File: src/rtl/axi_slave_protocol_monitor_if.sv
// rtl/axi_slave_protocol_monitor_if.sv - AXI4 slave-port signal bundle observed by the protocol monitor
interface axi_slave_protocol_monitor_if #(
  parameter int DATA_W = 32,
  parameter int LEN_W  = 8
);
  logic              AWVALID, AWREADY;
  logic [LEN_W-1:0]  AWLEN;
  logic              WVALID, WREADY, WLAST;
  logic [DATA_W-1:0] WDATA;
  logic              BVALID, BREADY;
  logic              ARVALID, ARREADY;
  logic [LEN_W-1:0]  ARLEN;
  logic              RVALID, RREADY, RLAST;
  logic [DATA_W-1:0] RDATA;

  modport master (
    output AWVALID, AWLEN, WVALID, WLAST, WDATA, BREADY, ARVALID, ARLEN, RREADY,
    input  AWREADY, WREADY, BVALID, ARREADY, RVALID, RLAST, RDATA
  );

  modport slave (
    input  AWVALID, AWLEN, WVALID, WLAST, WDATA, BREADY, ARVALID, ARLEN, RREADY,
    output AWREADY, WREADY, BVALID, ARREADY, RVALID, RLAST, RDATA
  );

  // Passive view: the monitor never drives the bus.
  modport monitor (
    input AWVALID, AWREADY, AWLEN, WVALID, WREADY, WLAST, WDATA, BVALID, BREADY,
          ARVALID, ARREADY, ARLEN, RVALID, RREADY, RLAST, RDATA
  );
endinterface

File: src/rtl/axi_slave_protocol_monitor.sv
// rtl/axi_slave_protocol_monitor.sv - passive AXI4 slave protocol monitor with registered per-check fires
module axi_slave_protocol_monitor_hs #(
  parameter int MIN_ACK = 1,
  parameter int MAX_ACK = 32
) (
  input  logic ACLK,
  input  logic ARESETN,
  input  logic valid,
  input  logic ready,
  output logic err
);
  localparam int CW = $clog2(MAX_ACK + 2) + 1;

  logic [CW-1:0] cnt, cnt_now;
  logic          pending, timed_out, ready_q, hs_q;

  always_comb begin
    cnt_now = pending ? cnt + 1'b1 : CW'(1);
    err     = 1'b0;
    if (ready && !valid) err = 1'b1;
    if (pending && !valid && !timed_out) err = 1'b1;
    if (valid && ready && !timed_out &&
        (cnt_now < CW'(MIN_ACK) || cnt_now > CW'(MAX_ACK))) err = 1'b1;
    if (valid && !ready && !timed_out && cnt_now == CW'(MAX_ACK + 1)) err = 1'b1;
    if (ready_q && ready) err = 1'b1;
    if (hs_q && valid) err = 1'b1;
  end

  // After a timeout the request is ignored until VALID drops.
  always_ff @(posedge ACLK) begin
    if (!ARESETN) begin
      cnt       <= '0;
      pending   <= 1'b0;
      timed_out <= 1'b0;
      ready_q   <= 1'b0;
      hs_q      <= 1'b0;
    end else begin
      ready_q <= ready;
      hs_q    <= valid && ready;
      pending <= valid && !ready;
      if (!valid) timed_out <= 1'b0;
      else if (!ready && !timed_out && cnt_now == CW'(MAX_ACK + 1)) timed_out <= 1'b1;
      if (valid && !timed_out) cnt <= cnt_now;
    end
  end
endmodule

module axi_slave_protocol_monitor_inc #(
  parameter int DATA_W  = 32,
  parameter int INC_VAL = 1
) (
  input  logic              ACLK,
  input  logic              ARESETN,
  input  logic              restart,
  input  logic              beat,
  input  logic [DATA_W-1:0] data,
  output logic              err
);
  logic              have_prev;
  logic [DATA_W-1:0] prev;

  assign err = beat && !restart && have_prev && (data != prev + DATA_W'(INC_VAL));

  always_ff @(posedge ACLK) begin
    if (!ARESETN) begin
      have_prev <= 1'b0;
      prev      <= '0;
    end else if (restart) begin
      have_prev <= 1'b0;
    end else if (beat) begin
      have_prev <= 1'b1;
      prev      <= data;
    end
  end
endmodule

module axi_slave_protocol_monitor_beats #(
  parameter int LEN_W = 8
) (
  input  logic             ACLK,
  input  logic             ARESETN,
  input  logic             load,
  input  logic [LEN_W-1:0] len,
  input  logic             beat,
  input  logic             last,
  output logic             err
);
  logic [LEN_W-1:0] cnt;

  assign err = beat && !load && ((cnt == '0) != last);

  always_ff @(posedge ACLK) begin
    if (!ARESETN)                 cnt <= '0;
    else if (load)                cnt <= len;
    else if (beat && cnt != '0)   cnt <= cnt - 1'b1;
  end
endmodule

module axi_slave_protocol_monitor #(
  parameter int DATA_W  = 32,
  parameter int LEN_W   = 8,
  parameter int INC_VAL = 1,
  parameter int MIN_ACK = 1,
  parameter int MAX_ACK = 32
) (
  input  logic ACLK,
  input  logic ARESETN,
  axi_slave_protocol_monitor_if.monitor bus,
  output logic fire_aw_hs,
  output logic fire_ar_hs,
  output logic fire_wdata,
  output logic fire_rdata,
  output logic fire_ar_never,
  output logic fire_wlast,
  output logic fire_rlast,
  output logic fire_wphase,
  output logic fire_rphase,
  output logic err_sticky
);
  typedef enum logic [1:0] {W_IDLE, W_DATA, W_RESP} wstate_t;
  typedef enum logic       {R_IDLE, R_DATA}         rstate_t;

  logic aw_hs, ar_hs, w_beat, r_beat;
  logic e_aw_hs, e_ar_hs, e_wdata, e_rdata, e_ar_never, e_wlast, e_rlast, e_wphase, e_rphase;
  logic [8:0] err_now, fire_q;
  logic sticky_q;
  wstate_t w_state, w_next;
  rstate_t r_state, r_next;

  assign aw_hs  = bus.AWVALID && bus.AWREADY;
  assign ar_hs  = bus.ARVALID && bus.ARREADY;
  assign w_beat = bus.WVALID && bus.WREADY;
  assign r_beat = bus.RVALID && bus.RREADY;
  assign e_ar_never = bus.ARREADY && (bus.RVALID || bus.RREADY || bus.RLAST);

  axi_slave_protocol_monitor_hs #(.MIN_ACK(MIN_ACK), .MAX_ACK(MAX_ACK)) u_aw_hs (
    .ACLK(ACLK), .ARESETN(ARESETN), .valid(bus.AWVALID), .ready(bus.AWREADY), .err(e_aw_hs));
  axi_slave_protocol_monitor_hs #(.MIN_ACK(MIN_ACK), .MAX_ACK(MAX_ACK)) u_ar_hs (
    .ACLK(ACLK), .ARESETN(ARESETN), .valid(bus.ARVALID), .ready(bus.ARREADY), .err(e_ar_hs));
  axi_slave_protocol_monitor_inc #(.DATA_W(DATA_W), .INC_VAL(INC_VAL)) u_w_inc (
    .ACLK(ACLK), .ARESETN(ARESETN), .restart(aw_hs), .beat(w_beat), .data(bus.WDATA), .err(e_wdata));
  axi_slave_protocol_monitor_inc #(.DATA_W(DATA_W), .INC_VAL(INC_VAL)) u_r_inc (
    .ACLK(ACLK), .ARESETN(ARESETN), .restart(ar_hs), .beat(r_beat), .data(bus.RDATA), .err(e_rdata));
  axi_slave_protocol_monitor_beats #(.LEN_W(LEN_W)) u_w_beats (
    .ACLK(ACLK), .ARESETN(ARESETN), .load(aw_hs), .len(bus.AWLEN), .beat(w_beat),
    .last(bus.WLAST), .err(e_wlast));
  axi_slave_protocol_monitor_beats #(.LEN_W(LEN_W)) u_r_beats (
    .ACLK(ACLK), .ARESETN(ARESETN), .load(ar_hs), .len(bus.ARLEN), .beat(r_beat),
    .last(bus.RLAST), .err(e_rlast));

  // A phase violation holds the FSM in place so the error keeps reporting.
  always_comb begin
    w_next   = w_state;
    e_wphase = 1'b0;
    case (w_state)
      W_IDLE:  if (bus.AWREADY && bus.BREADY) e_wphase = 1'b1;
               else if (aw_hs) w_next = W_DATA;
      W_DATA:  if (bus.BREADY) e_wphase = 1'b1;
               else if (w_beat && bus.WLAST) w_next = W_RESP;
      W_RESP:  if (bus.AWREADY || bus.WVALID || bus.WREADY || bus.WLAST) e_wphase = 1'b1;
               else if (bus.BVALID && bus.BREADY) w_next = W_IDLE;
      default: w_next = W_IDLE;
    endcase
  end

  always_comb begin
    r_next   = r_state;
    e_rphase = 1'b0;
    case (r_state)
      R_IDLE:  if (e_ar_never) e_rphase = 1'b1;
               else if (ar_hs) r_next = R_DATA;
      R_DATA:  if (bus.ARREADY) e_rphase = 1'b1;
               else if (r_beat && bus.RLAST) r_next = R_IDLE;
      default: r_next = R_IDLE;
    endcase
  end

  assign err_now = {e_aw_hs, e_ar_hs, e_wdata, e_rdata, e_ar_never,
                    e_wlast, e_rlast, e_wphase, e_rphase};

  always_ff @(posedge ACLK) begin
    if (!ARESETN) begin
      w_state  <= W_IDLE;
      r_state  <= R_IDLE;
      fire_q   <= '0;
      sticky_q <= 1'b0;
    end else begin
      w_state  <= w_next;
      r_state  <= r_next;
      fire_q   <= err_now;
      sticky_q <= sticky_q || (|err_now);
    end
  end

  assign {fire_aw_hs, fire_ar_hs, fire_wdata, fire_rdata, fire_ar_never,
          fire_wlast, fire_rlast, fire_wphase, fire_rphase} = fire_q;
  assign err_sticky = sticky_q;
endmodule

File: src/flat_wrapper.sv
// flat-port wrapper written by rule: the top's interface ports become plain ports
module axi_slave_protocol_monitor_flat 
#(
  parameter int DATA_W  = 32,
  parameter int LEN_W   = 8,
  parameter int INC_VAL = 1,
  parameter int MIN_ACK = 1,
  parameter int MAX_ACK = 32
)
  (ACLK, ARESETN, fire_aw_hs, fire_ar_hs, fire_wdata, fire_rdata, fire_ar_never, fire_wlast, fire_rlast, fire_wphase, fire_rphase, err_sticky, bus_AWVALID, bus_AWREADY, bus_AWLEN, bus_WVALID, bus_WREADY, bus_WLAST, bus_WDATA, bus_BVALID, bus_BREADY, bus_ARVALID, bus_ARREADY, bus_ARLEN, bus_RVALID, bus_RREADY, bus_RLAST, bus_RDATA);
  axi_slave_protocol_monitor_if #(.DATA_W(DATA_W), .LEN_W(LEN_W)) bus_i ();
  input  logic ACLK;
  input  logic ARESETN;
  output logic fire_aw_hs;
  output logic fire_ar_hs;
  output logic fire_wdata;
  output logic fire_rdata;
  output logic fire_ar_never;
  output logic fire_wlast;
  output logic fire_rlast;
  output logic fire_wphase;
  output logic fire_rphase;
  output logic err_sticky;
  input wire logic [$bits(bus_i.AWVALID)-1:0] bus_AWVALID;
  input wire logic [$bits(bus_i.AWREADY)-1:0] bus_AWREADY;
  input wire logic [$bits(bus_i.AWLEN)-1:0] bus_AWLEN;
  input wire logic [$bits(bus_i.WVALID)-1:0] bus_WVALID;
  input wire logic [$bits(bus_i.WREADY)-1:0] bus_WREADY;
  input wire logic [$bits(bus_i.WLAST)-1:0] bus_WLAST;
  input wire logic [$bits(bus_i.WDATA)-1:0] bus_WDATA;
  input wire logic [$bits(bus_i.BVALID)-1:0] bus_BVALID;
  input wire logic [$bits(bus_i.BREADY)-1:0] bus_BREADY;
  input wire logic [$bits(bus_i.ARVALID)-1:0] bus_ARVALID;
  input wire logic [$bits(bus_i.ARREADY)-1:0] bus_ARREADY;
  input wire logic [$bits(bus_i.ARLEN)-1:0] bus_ARLEN;
  input wire logic [$bits(bus_i.RVALID)-1:0] bus_RVALID;
  input wire logic [$bits(bus_i.RREADY)-1:0] bus_RREADY;
  input wire logic [$bits(bus_i.RLAST)-1:0] bus_RLAST;
  input wire logic [$bits(bus_i.RDATA)-1:0] bus_RDATA;
  assign bus_i.AWVALID = bus_AWVALID;
  assign bus_i.AWREADY = bus_AWREADY;
  assign bus_i.AWLEN = bus_AWLEN;
  assign bus_i.WVALID = bus_WVALID;
  assign bus_i.WREADY = bus_WREADY;
  assign bus_i.WLAST = bus_WLAST;
  assign bus_i.WDATA = bus_WDATA;
  assign bus_i.BVALID = bus_BVALID;
  assign bus_i.BREADY = bus_BREADY;
  assign bus_i.ARVALID = bus_ARVALID;
  assign bus_i.ARREADY = bus_ARREADY;
  assign bus_i.ARLEN = bus_ARLEN;
  assign bus_i.RVALID = bus_RVALID;
  assign bus_i.RREADY = bus_RREADY;
  assign bus_i.RLAST = bus_RLAST;
  assign bus_i.RDATA = bus_RDATA;
  axi_slave_protocol_monitor #(.DATA_W(DATA_W), .LEN_W(LEN_W), .INC_VAL(INC_VAL), .MIN_ACK(MIN_ACK), .MAX_ACK(MAX_ACK)) u_core (.ACLK(ACLK), .ARESETN(ARESETN), .bus(bus_i), .fire_aw_hs(fire_aw_hs), .fire_ar_hs(fire_ar_hs), .fire_wdata(fire_wdata), .fire_rdata(fire_rdata), .fire_ar_never(fire_ar_never), .fire_wlast(fire_wlast), .fire_rlast(fire_rlast), .fire_wphase(fire_wphase), .fire_rphase(fire_rphase), .err_sticky(err_sticky));
endmodule
File: config.mk
export PLATFORM = sky130hd
export DESIGN_NAME = axi_slave_protocol_monitor_flat
export DESIGN_NICKNAME = d
export VERILOG_FILES = /design/src/rtl/axi_slave_protocol_monitor_if.sv /design/src/rtl/axi_slave_protocol_monitor.sv /design/src/flat_wrapper.sv
export SDC_FILE = /design/constraint.sdc
export NUM_CORES = 1
export LEC_CHECK = 0
export ABC_AREA = 1
export CAP_MARGIN = 40
export CORE_ASPECT_RATIO = 1.25
export CORE_UTILIZATION = 51
export CTS_BUF_LIST = sky130_fd_sc_hd__clkbuf_16
export DETAILED_ROUTE_END_ITERATION = 6
export HOLD_SLACK_MARGIN = 0.02
export PLACE_DENSITY = 0.72
export RECOVER_POWER = 100
export SYNTH_ARGS = -nofsm -noshare
export SYNTH_HDL_FRONTEND = slang
export SYNTH_SLANG_ARGS = --single-unit
File: constraint.sdc
create_clock -name ACLK -period 4.3 [get_ports ACLK]
set_clock_uncertainty 0.2 [all_clocks]
set_input_delay 0.86 -clock ACLK [delete_from_list [all_inputs] [get_ports ACLK]]
set_output_delay 0.86 -clock ACLK [all_outputs]
set_load 0.01 [all_outputs]
== Word level (Yosys, flattened, before mapping) ==
Index checks and enable logic that the tools add are counted.

* Output and inout bits: 10
* Register bits after elaboration: 117

* Order comparisons: 4
* Eq/ne operators: 14
* Add/subtract/negate cells: 6
* Bitwise operators: 4
* Mux-type cells: 37
* Reduce and logical (&&, ||, !) cells: 76

{| class="wikitable"
|+ Operators with widths
! kind !! number
|-
| 32-bit by 1-bit adder with 32-bit output, second input constant || 2
|-
| 32-bit inequality test || 2
|-
| 1-bit logical AND || 45
|-
| 8-bit 2-to-1 mux || 4
|-
| 1-bit 2-to-1 mux || 21
|-
| 8-bit zero test || 2
|-
| 8-bit nonzero test || 2
|-
| 8-bit by 1-bit subtractor with 8-bit output, second input constant || 2
|-
| 7-bit by 1-bit adder with 7-bit output, second input constant || 2
|-
| 7-bit by 6-bit equality test with 1-bit output, second input constant || 2
|-
| 7-bit by 6-bit greater-than comparator with 1-bit output, second input constant || 2
|-
| 7-bit by 1-bit < comparator with 1-bit output, second input constant || 2
|-
| 7-bit 2-to-1 mux || 2
|-
| 2-bit 2-to-1 mux || 6
|-
| 9-bit OR reduction || 1
|-
| 1-bit zero test || 8
|-
| 1-bit logical OR || 8
|-
| 2-bit inequality test, second input constant || 4
|-
| 2-bit AND reduction || 4
|-
| 2-bit one-hot mux with 3 select lines || 1
|-
| 6-bit AND reduction || 1
|-
| 2-bit by 1-bit inequality test with 1-bit output, second input constant || 2
|-
| 1-bit inverter || 4
|-
| 1-bit one-hot mux with 2 select lines || 2
|-
| 7 further kinds || 10
|}

== Longest topological paths before layout ==
Gate-level depths: netlist of run 1.

* Word-level depth: 11
* Gate-level depth with buffers: 16

== Hierarchy ==
A second synthesis of run 1 with hierarchy kept.

* Cell total of the unflattened synthesis: 1412
* Area, all modules: 8368.0 µm²

{| class="wikitable"
|+ By module, submodules not included
! module !! cells each !! times used !! area each (µm²)
|-
| axi_slave_protocol_monitor_inc || 480 || 2 || 2681.3
|-
| axi_slave_protocol_monitor_hs || 97 || 2 || 625.6
|-
| axi_slave_protocol_monitor_beats || 87 || 2 || 589.3
|-
| axi_slave_protocol_monitor || 84 || 1 || 575.6
|}

== Worst setup path before layout of run 1 ==
Ideal clock, no wire load.

* Path type: input-to-reg
* Start: in bus_AWREADY
* End: reg u_core.u_w_inc.prev[17]
* Arrival: 1908 ps
* Buffers on the path: 2
* Library setup time: 116 ps
* Data required time: 3984 ps
* Slack: 2076 ps
* Cell stages on the path: 8
* Path through: buf_2 nand2_1 inv_1 nor2_1 inv_1 clkbuf_1 nor2_1 nor2_1

* Longest elaborated chain between the ends: 3

{| class="wikitable"
|+ RTL lines
! item !! RTL line !! text
|-
| start, declared || flat_wrapper.sv:25 || <nowiki>input wire logic [$bits(bus_i.AWREADY)-1:0] bus_AWREADY;</nowiki>
|-
| 1-bit logical AND || axi_slave_protocol_monitor.sv:130 || <nowiki>assign aw_hs = bus.AWVALID && bus.AWREADY;</nowiki>
|-
| 1-bit inverter (no source line) || -- ||
|-
| 2-bit AND reduction (no source line) || -- ||
|-
| end signal, assigned || axi_slave_protocol_monitor.sv:72 || <nowiki>prev <= data;</nowiki>
|-
| end, declared || axi_slave_protocol_monitor.sv:60 || <nowiki>logic [DATA_W-1:0] prev;</nowiki>
|}

Every way passes these cells.
A chain may end at the register's enable or synchronous reset.

== Worst setup path in the final report of run 1 ==
* Start: in bus_AWREADY
* End: reg u_core.sticky_q (netlist: u_core.err_sticky)

* Longest elaborated chain between the ends: 9
* Elaborated cells on any way between the ends: 29

{| class="wikitable"
|+ RTL lines
! item !! RTL line !! text
|-
| 1-bit logical AND (tied with other cells) || axi_slave_protocol_monitor.sv:20 || <nowiki>if (ready && !valid) err = 1'b1;</nowiki>
|-
| 1-bit 2-to-1 mux (tied with other cells) || axi_slave_protocol_monitor.sv:20 ||
|-
| 1-bit 2-to-1 mux (tied with other cells) || axi_slave_protocol_monitor.sv:21 || <nowiki>if (pending && !valid && !timed_out) err = 1'b1;</nowiki>
|-
| 1-bit 2-to-1 mux or 1-bit logical AND (tied branches) || axi_slave_protocol_monitor.sv:22, axi_slave_protocol_monitor.sv:24 ||
|-
| 1-bit 2-to-1 mux || axi_slave_protocol_monitor.sv:24 || <nowiki>if (valid && !ready && !timed_out && cnt_now == CW'(MAX_ACK + 1)) err = 1'b1;</nowiki>
|-
| 1-bit 2-to-1 mux || axi_slave_protocol_monitor.sv:25 || <nowiki>if (ready_q && ready) err = 1'b1;</nowiki>
|-
| 1-bit 2-to-1 mux || axi_slave_protocol_monitor.sv:26 || <nowiki>if (hs_q && valid) err = 1'b1;</nowiki>
|-
| 9-bit OR reduction (*) || axi_slave_protocol_monitor.sv:191 || <nowiki>sticky_q <= sticky_q || (|err_now);</nowiki>
|-
| 1-bit logical OR (*) || axi_slave_protocol_monitor.sv:191 ||
|-
| end signal, assigned || axi_slave_protocol_monitor.sv:191 ||
|-
| end, declared || axi_slave_protocol_monitor.sv:126 || <nowiki>logic sticky_q;</nowiki>
|}

Every way passes the cells marked *; elsewhere a longest branch is shown, timed or not.

==> run metrics, run 1 <==
status=complete, but fails checks; failing checks=max-capacitance violations, max-slew violations; critical path startpoint=bus_AWREADY; post-synthesis cell area=0.00783 mm2; Finish-stage setup viols=0; RSZ-0062 raised after global routing=false; Min-Delay Path Class=reg -> reg; CP Class=in -> reg; Leakage=4.07 nW; most frequent cells in the layout=355 x nand2_1, 236 x nor2_1, 133 x inv_1, 117 x dfxtp_1, 95 x o21ai_0; core area=0.0150 mm2; ant diodes=0; cell area power density=351 mW/mm2; post-DP HPWL=15.1 mm; wire per inst=12.8 um; commonest non-fill, non-tap cell in the layout=nand2_1; worst skew pair latency=420 ps; Post-DRT Antenna Nets=0; Max Clk Rate=288 MHz; DR vias=8,093; GRT Residual Overflow=0; largest net degree at the start of global routing=56; distinct cell type count after synthesis=35; Die H=141 um; Total GRT Usage=0.265; Final min period=3470 ps; PnR Total Power=3.37 mW; Detailed Routing Iterations Pass 1=5; Least-Margin Pin Slew=1550 ps; cts hold-fix bufs=0; CTS Buf Count=17; Initial Util=0.522; Synth Register Bits=117; H-tree depth=4; nets=1,489; clock root buffer master=clkbuf_16; GP Congestion=0.927; placed cells=1,550; Post-Route WL=20.2 mm; Die X=113 um; syn nets=1,392; CTS resizes=0; initial antenna violation count=0; Die Area=0.0159 mm2; startpoint type of the worst setup path=input port; Reg2Reg Launch Point=u_core.u_r_inc.prev[0]; total negative slack=0 ps; min-delay src=u_core.u_r_inc.have_prev; CTS Buffer Depth=2; Crit path required time=4450 ps; postcts setup bufs=0; Cell Count, Final, Fillers Out=1,582; Mapped Cells=1,290; number of cell rows=50; worst-path fanout max=42; Filler cells=1,424; Worst-path clk slew=60 ps; Worst setup EP type=flip-flop; max_cap viols=1; share of post-route cells with drive strength above 1=0.0543; vias in the first global route=7,364; Rel. slew slack=-0.0361; DRC=0; final period utilization=0.808; synth warn=0; Final Max Tran Viols=37; sequential share of the synthesized area=0.299; Clock Sinks=117; initial DRC count=533; WP data arrival=3630 ps; P&R area growth vs syn=22.9%; FF/Latch Area=0.00234 mm2; Vias/cell=5.12; syn_area_per_cell=6.07 um2; CTS tree=yes; worst IR drop on VDD=0.000249 V; first-pass GRT wire length=33.6 mm; multi-input logic area=0.00486 mm2; Boundary Pins=104; Hold Fails Final Rpt=0; I/O Buffers=103
-- sequential cells by signal, indices dropped and copies added (netlist names), 2 cells and up --
register              cells
u_core.u_w_beats.cnt      8
u_core.u_aw_hs.cnt        7
u_core.fire_q             9
u_core.u_w_inc.prev      32
u_core.u_ar_hs.cnt        7
u_core.u_r_beats.cnt      8
u_core.u_r_inc.prev      32
u_core.w_state            2
-- worst paths after layout --
path / endpoint / slack (ps) / depth (start not counted)
max: u_core.err_sticky / 830 / 12
min: u_core.u_r_inc.have_prev / 280 / 2
max reg2reg: u_core.err_sticky / 1800 / 16
min reg2reg: u_core.u_r_inc.have_prev / 280 / 2
-- layer usage --
layer  GRT usage  share of wire  up-vias
met5           0              0        -
met4       0.109          0.025        0
met3      0.0467          0.038       34
met2       0.461           0.49      186
met1       0.321           0.45     3579
li1            -              -     4294
-- report_power, final --
group	switching [mW]	leakage [nW]	internal, mW
Sequential	0.0827	0.963	1.17
Clock	0.532	0.289	0.961
Combinational	0.345	2.82	0.281
Total	0.960	4.07	2.41
-- layout make-up --
class,count,share of cell area
inverters,136,0.0530
clock buffers,17,0.0442
well taps,182,0.0237
multi-input cells,1005,0.505
flip-flops and latches,117,0.243
clock inverters,15,0.0195
repair buffers,110,0.111
-- critical path, stage by stage --
cell and delay [ps]:
dlygate4sd3_1 650, nand2_1 100, clkbuf_1 460, inv_1 360, nor2_2 190, buf_4 370, nand3_1 160, nand3_1 90
nor2_1 40, nand4_1 80, o21ai_0 100, nand3_2 170
-- synth_stat cells (all sizes together) --
cell    count  share of area
a22oi       1        0.00096
ha          8          0.013
nor2      258           0.14
o32ai       1         0.0011
a211o       1         0.0011
o311ai      2         0.0022
o21ai      96          0.062
nand3b     13          0.012
a21oi      62          0.040
nor3        5         0.0032
a211oi      8         0.0077
clkinv      2        0.00096
nor4        2         0.0016
nand2     365           0.18
dfxtp     117           0.30
nand4      12         0.0096
buf         1        0.00064
inv       134          0.064
a221oi      1         0.0011
xor3        1         0.0030
or2         5         0.0040
xnor2      29          0.032
xor2       35          0.039
o211ai      6         0.0058
clkbuf     31          0.015
a31oi       6         0.0048
o21bai      6         0.0058
nand3      82          0.055
-- logic make-up after synthesis --
kind of cell / synth area share
simple gates: 0.401
compound gates: 0.132
buf+inv: 0.0807
flops: 0.299
xor+xnor: 0.0746
fa+ha+maj: 0.0128
-- per-stage QoR --
step | setup WS [ps] | util | hold WS, ps | area [um2]
floorplan | 2080 | - | 244 | 7830
global placement | 978 | 0.601 | 265 | 9020
detailed placement | 863 | 0.601 | 265 | 9020
CTS | 1310 | 0.642 | 279 | 9640
global route | 521 | 0.641 | 305 | 9620
finish | 827 | 0.641 | 283 | 9620
Note: power is estimated with default switching activity, not from simulation.
==> inputs of run 2 (changes only) <==
==> constraint.sdc (replaced) <==
create_clock -name ACLK -period 3.5 [get_ports ACLK]
set_clock_uncertainty 0.2 [all_clocks]
set_input_delay 0.7 -clock ACLK [delete_from_list [all_inputs] [get_ports ACLK]]
set_output_delay 0.7 -clock ACLK [all_outputs]
set_load 0.01 [all_outputs]
==> run metrics, run 2 (synthesized netlist as in run 1, its figures left out) <==
WP data arrival=2790 ps; top flop regs=u_core.u_r_inc.prev (32), u_core.u_w_inc.prev (32), u_core.fire_q (9); Final Util=0.641; CTS tree=yes; number of cell rows=50; DR vias=8,082; cell area power density=428 mW/mm2; DRC=0; Clock Sinks=117; Initial Util=0.522; Hold Fails Final Rpt=0; GRT Residual Overflow=0; cts hold-fix bufs=0; min-delay src=u_core.u_r_inc.have_prev; startpoint type of the worst setup path=input port; CTS resizes=0; Crit path required time=3580 ps; Worst Slack Setup Final=785 ps; post-DP HPWL=15.0 mm; ant diodes=0; vias in the first global route=7,354; Worst-path clk slew=50 ps; Reg2Reg Launch Point=u_core.u_w_inc.prev[0]; Die Area=0.0159 mm2; Detailed Routing Iterations Pass 1=7; worst IR drop on VDD=0.000258 V; CTS Buf Count=17; Post-Route WL=20.1 mm; Die H=141 um; Max Clk Rate=368 MHz; critical path startpoint=bus_AWREADY; commonest non-fill, non-tap cell in the layout=nand2_1; worst-path fanout max=41; Min-Delay Path Class=reg -> reg; Total GRT Usage=0.260; Die X=113 um; final period utilization=0.776; PnR Total Power=4.12 mW; Worst setup EP type=flip-flop; share of post-route cells with drive strength above 1=0.0535; clock root buffer master=clkbuf_16; Vias/cell=5.11; most frequent cells in the layout=355 x nand2_1, 237 x nor2_1, 134 x inv_1, 117 x dfxtp_1, 95 x o21ai_0; largest net degree at the start of global routing=62; Least-Margin Pin Slew=1240 ps; Filler cells=1,443; first-pass GRT wire length=33.1 mm; Boundary Pins=104; Final min period=2720 ps; initial antenna violation count=0; core area=0.0150 mm2; CTS Buffer Depth=2; max_cap viols=0; Post-Place Worst Slack=695 ps; worst skew pair latency=420 ps; H-tree depth=4; Rel. slew slack=0.171; CP Class=in -> reg; Finish-stage setup viols=0; total negative slack=0 ps; postcts setup bufs=0; RSZ-0062 raised after global routing=false; P&R area growth vs syn=22.8%; nets=1,490; initial DRC count=474; Leakage=4.09 nW; WHS=278 ps; wire per inst=12.7 um; Post-DRT Antenna Nets=0; status=finished, final reports clean; Worst R2R Setup Slack=1010 ps; Final Max Tran Viols=0; GP Congestion=0.925; I/O Buffers=103
[run 2: cell types whose count changed in the layout (fill, tap and decap cells not counted)]
cell,before,now
nor2_1,236,237
nand3_1,78,79
clkinv_2,1,2
clkinv_1,5,4
inv_1,133,134
clkbuf_2,1,2
clkdlybuf4s50_1,90,87
dlygate4sd3_1,12,15
nand3_2,4,3
nor2_2,11,10
clkinvlp_4,4,2
inv_6,1,2
[run 2: routing by layer]
layer  up-vias  wire length, um  part of all wire  track usage
met1      3553             8880              0.44        0.312
met3        39              764             0.038       0.0437
met4         0              557             0.028        0.105
li1       4303                -                 -            -
met5         -                0                 0            0
met2       187             9880              0.49        0.459
[run 2: path summary, 6_finish.rpt]
path / endpoint / depth (start not counted)
max: u_core.u_w_inc.prev[27] / 7
min: u_core.u_r_inc.have_prev / 2
max reg2reg: u_core.err_sticky / 14
min reg2reg: u_core.u_r_inc.have_prev / 2
[run 2: cell type report]
type,instances,area (um2),area share
clock buffer,17,425,0.0442
clock inverter,15,186,0.0194
inverter,136,510,0.0531
multi-input combinational,1005,4860,0.505
sequential,117,2340,0.243
tap,182,228,0.0237
timing repair buffer,111,1070,0.111
[run 2: critical path: stages]
cell	delay [ps]
dlygate4sd3_1	680
nand2_1	110
inv_1	310
nor2_1	130
clkbuf_2	460
o21ai_0	340
a21oi_1	60
[run 2: where the power goes]
| part | switching, mW | leakage, nW | internal, mW |
|---|---|---|---|
| Clock | 0.635 | 0.301 | 1.18 |
| Combinational | 0.420 | 2.82 | 0.344 |
| Sequential | 0.101 | 0.963 | 1.44 |
| Total | 1.16 | 4.09 | 2.97 |
[run 2: stage by stage]
step | instances | instance area (um2)
2_1_floorplan | 1290 | 7830
3_3_place_gp | 1551 | 9030
3_5_place_dp | 1551 | 9030
4_1_cts | 1583 | 9640
5_1_grt | 1583 | 9620
6_report | 1583 | 9620
==> inputs of run 3 (changes only) <==
==> constraint.sdc (replaced) <==
create_clock -name ACLK -period 2.6 [get_ports ACLK]
set_clock_uncertainty 0.2 [all_clocks]
set_input_delay 0.52 -clock ACLK [delete_from_list [all_inputs] [get_ports ACLK]]
set_output_delay 0.52 -clock ACLK [all_outputs]
set_load 0.01 [all_outputs]
==> run metrics, run 3 (synthesized netlist as in run 1, its figures left out) <==
status=finished, final reports clean; CTS tree=yes; Initial Util=0.522; CP Class=reg -> reg; CTS Buf Count=17; P&R area growth vs syn=23.3%; Worst R2R Path Depth=16; CTS resizes=0; hold path depth=2; WHS Endpoint=u_core.u_w_inc.prev[31]; Worst setup EP type=flip-flop; cell area power density=568 mW/mm2; Final Util=0.643; Final min period=2410 ps; Clock Sinks=117; Reg2Reg Launch Point=u_core.u_r_inc.prev[0]; post-DP HPWL=15.3 mm; Post-Route WL=20.4 mm; nets=1,497; number of cell rows=50; Detailed Routing Iterations Pass 1=5; top flop regs=u_core.u_r_inc.prev (32), u_core.u_w_inc.prev (32), u_core.fire_q (9); initial DRC count=430; Min-Delay Path Class=reg -> reg; Boundary Pins=104; Rel. slew slack=0.253; H-tree depth=4; startpoint type of the worst setup path=flip-flop; Worst R2R Setup Slack=190 ps; GP Congestion=0.938; Hold Fails Final Rpt=0; min-delay src=u_core.u_w_inc.prev[31]; WP data arrival=2520 ps; Leakage=4.12 nW; Post-DRT Antenna Nets=0; placed cells=1,558; RSZ-0062 raised after global routing=false; commonest non-fill, non-tap cell in the layout=nand2_1; largest net degree at the start of global routing=66; WHS=274 ps; total negative slack=0 ps; Cell Count, Final, Fillers Out=1,590; worst IR drop on VDD=0.000451 V; Final Max Tran Viols=0; Crit path required time=2710 ps; clock root buffer master=clkbuf_16; most frequent cells in the layout=355 x nand2_1, 238 x nor2_1, 133 x inv_1, 117 x dfxtp_1, 95 x o21ai_0; core area=0.0150 mm2; cts hold-fix bufs=0; worst skew pair latency=430 ps; Die X=113 um; postcts setup bufs=0; CTS Buffer Depth=2; first-pass GRT wire length=33.4 mm; Worst-path clk slew=60 ps; Finish-stage setup viols=0; Vias/cell=5.14; Total GRT Usage=0.262; Die Area=0.0159 mm2; Max Clk Rate=415 MHz; final period utilization=0.926; DR vias=8,170; share of post-route cells with drive strength above 1=0.0597; ant diodes=0; PnR Total Power=5.49 mW; I/O Buffers=103; initial antenna violation count=0; Die H=141 um; reg-to-reg endpoint=u_core.err_sticky; DRC=0; worst-path fanout max=7; Least-Margin Pin Slew=1120 ps; vias in the first global route=7,460; GRT Residual Overflow=0; Filler cells=1,460; wire per inst=12.8 um; max_cap viols=0
## run 3: cell types whose count changed in the layout (fill, tap and decap cells not counted), sizes merged
| cell | delta |
|---|---|
| clkinv | +2 |
| buf | +4 |
| bufinv | -1 |
| clkbuf | +3 |
| clkdlybuf4s50 | +3 |
| dlygate4sd3 | -3 |
| inv | -1 |
## run 3: worst max-delay path by stage
| stage | start | endpoint | slack, ps | cells after the start |
|---|---|---|---|---|
| CTS | u_core.u_r_inc.prev[0] | u_core.err_sticky | 210 | 16 |
| floorplan | u_core.u_r_inc.prev[0] | u_core.err_sticky | 630 | 16 |
| detailed placement | bus_RDATA[8] | u_core.err_sticky | 90 | 16 |
| global route | u_core.u_r_inc.prev[1] | u_core.err_sticky | 4 | 16 |
| finish | u_core.u_r_inc.prev[0] | u_core.err_sticky | 190 | 16 |
| global placement | bus_WDATA[11] | u_core.err_sticky | 90 | 12 |
## run 3: routing by layer
layer | up-vias | global-route usage | share of wire
li1 | 4321 | - | -
met1 | 3645 | 0.309 | 0.45
met2 | 158 | 0.458 | 0.48
met3 | 46 | 0.0480 | 0.034
met4 | 0 | 0.123 | 0.032
met5 | - | 0 | 0
## run 3: stage by stage
stage / worst slack (ps) / instance area, um2
floorplan: 627 / 7830
finish: 193 / 9660
CTS: 209 / 9680
global placement: 94.2 / 9090
detailed placement: 86.7 / 9090
global route: 4.03 / 9660
## run 3: critical path: stages, from the launching register on
cell	delay, ps
dfxtp_1	380
ha_1	230
nand2_2	90
nor2_4	190
nand2_1	110
nor2_2	140
nand2_1	100
nand2_1	70
nand2_1	50
nor2_1	90
nand2_1	50
nor2_1	110
nand2_1	70
nor2_1	120
nand2_1	110
nand2_1	110
nand3_2	70
## run 3: cell type report
cell class                 instances  area [um2]  share of cell area
clock buffer                      17         425              0.0440
clock inverter                    15         163              0.0168
inverter                         136         510              0.0528
multi-input combinational       1005        4860               0.503
sequential                       117        2340               0.242
tap                              182         228              0.0236
timing repair buffer             118        1130               0.117
## run 3: power breakdown
part | internal, mW | total [mW] | leakage, nW | switching [mW]
logic | 0.474 | 1.05 | 2.87 | 0.573
registers | 1.94 | 2.08 | 0.963 | 0.138
clock network | 1.49 | 2.36 | 0.289 | 0.871
total | 3.90 | 5.49 | 4.12 | 1.58
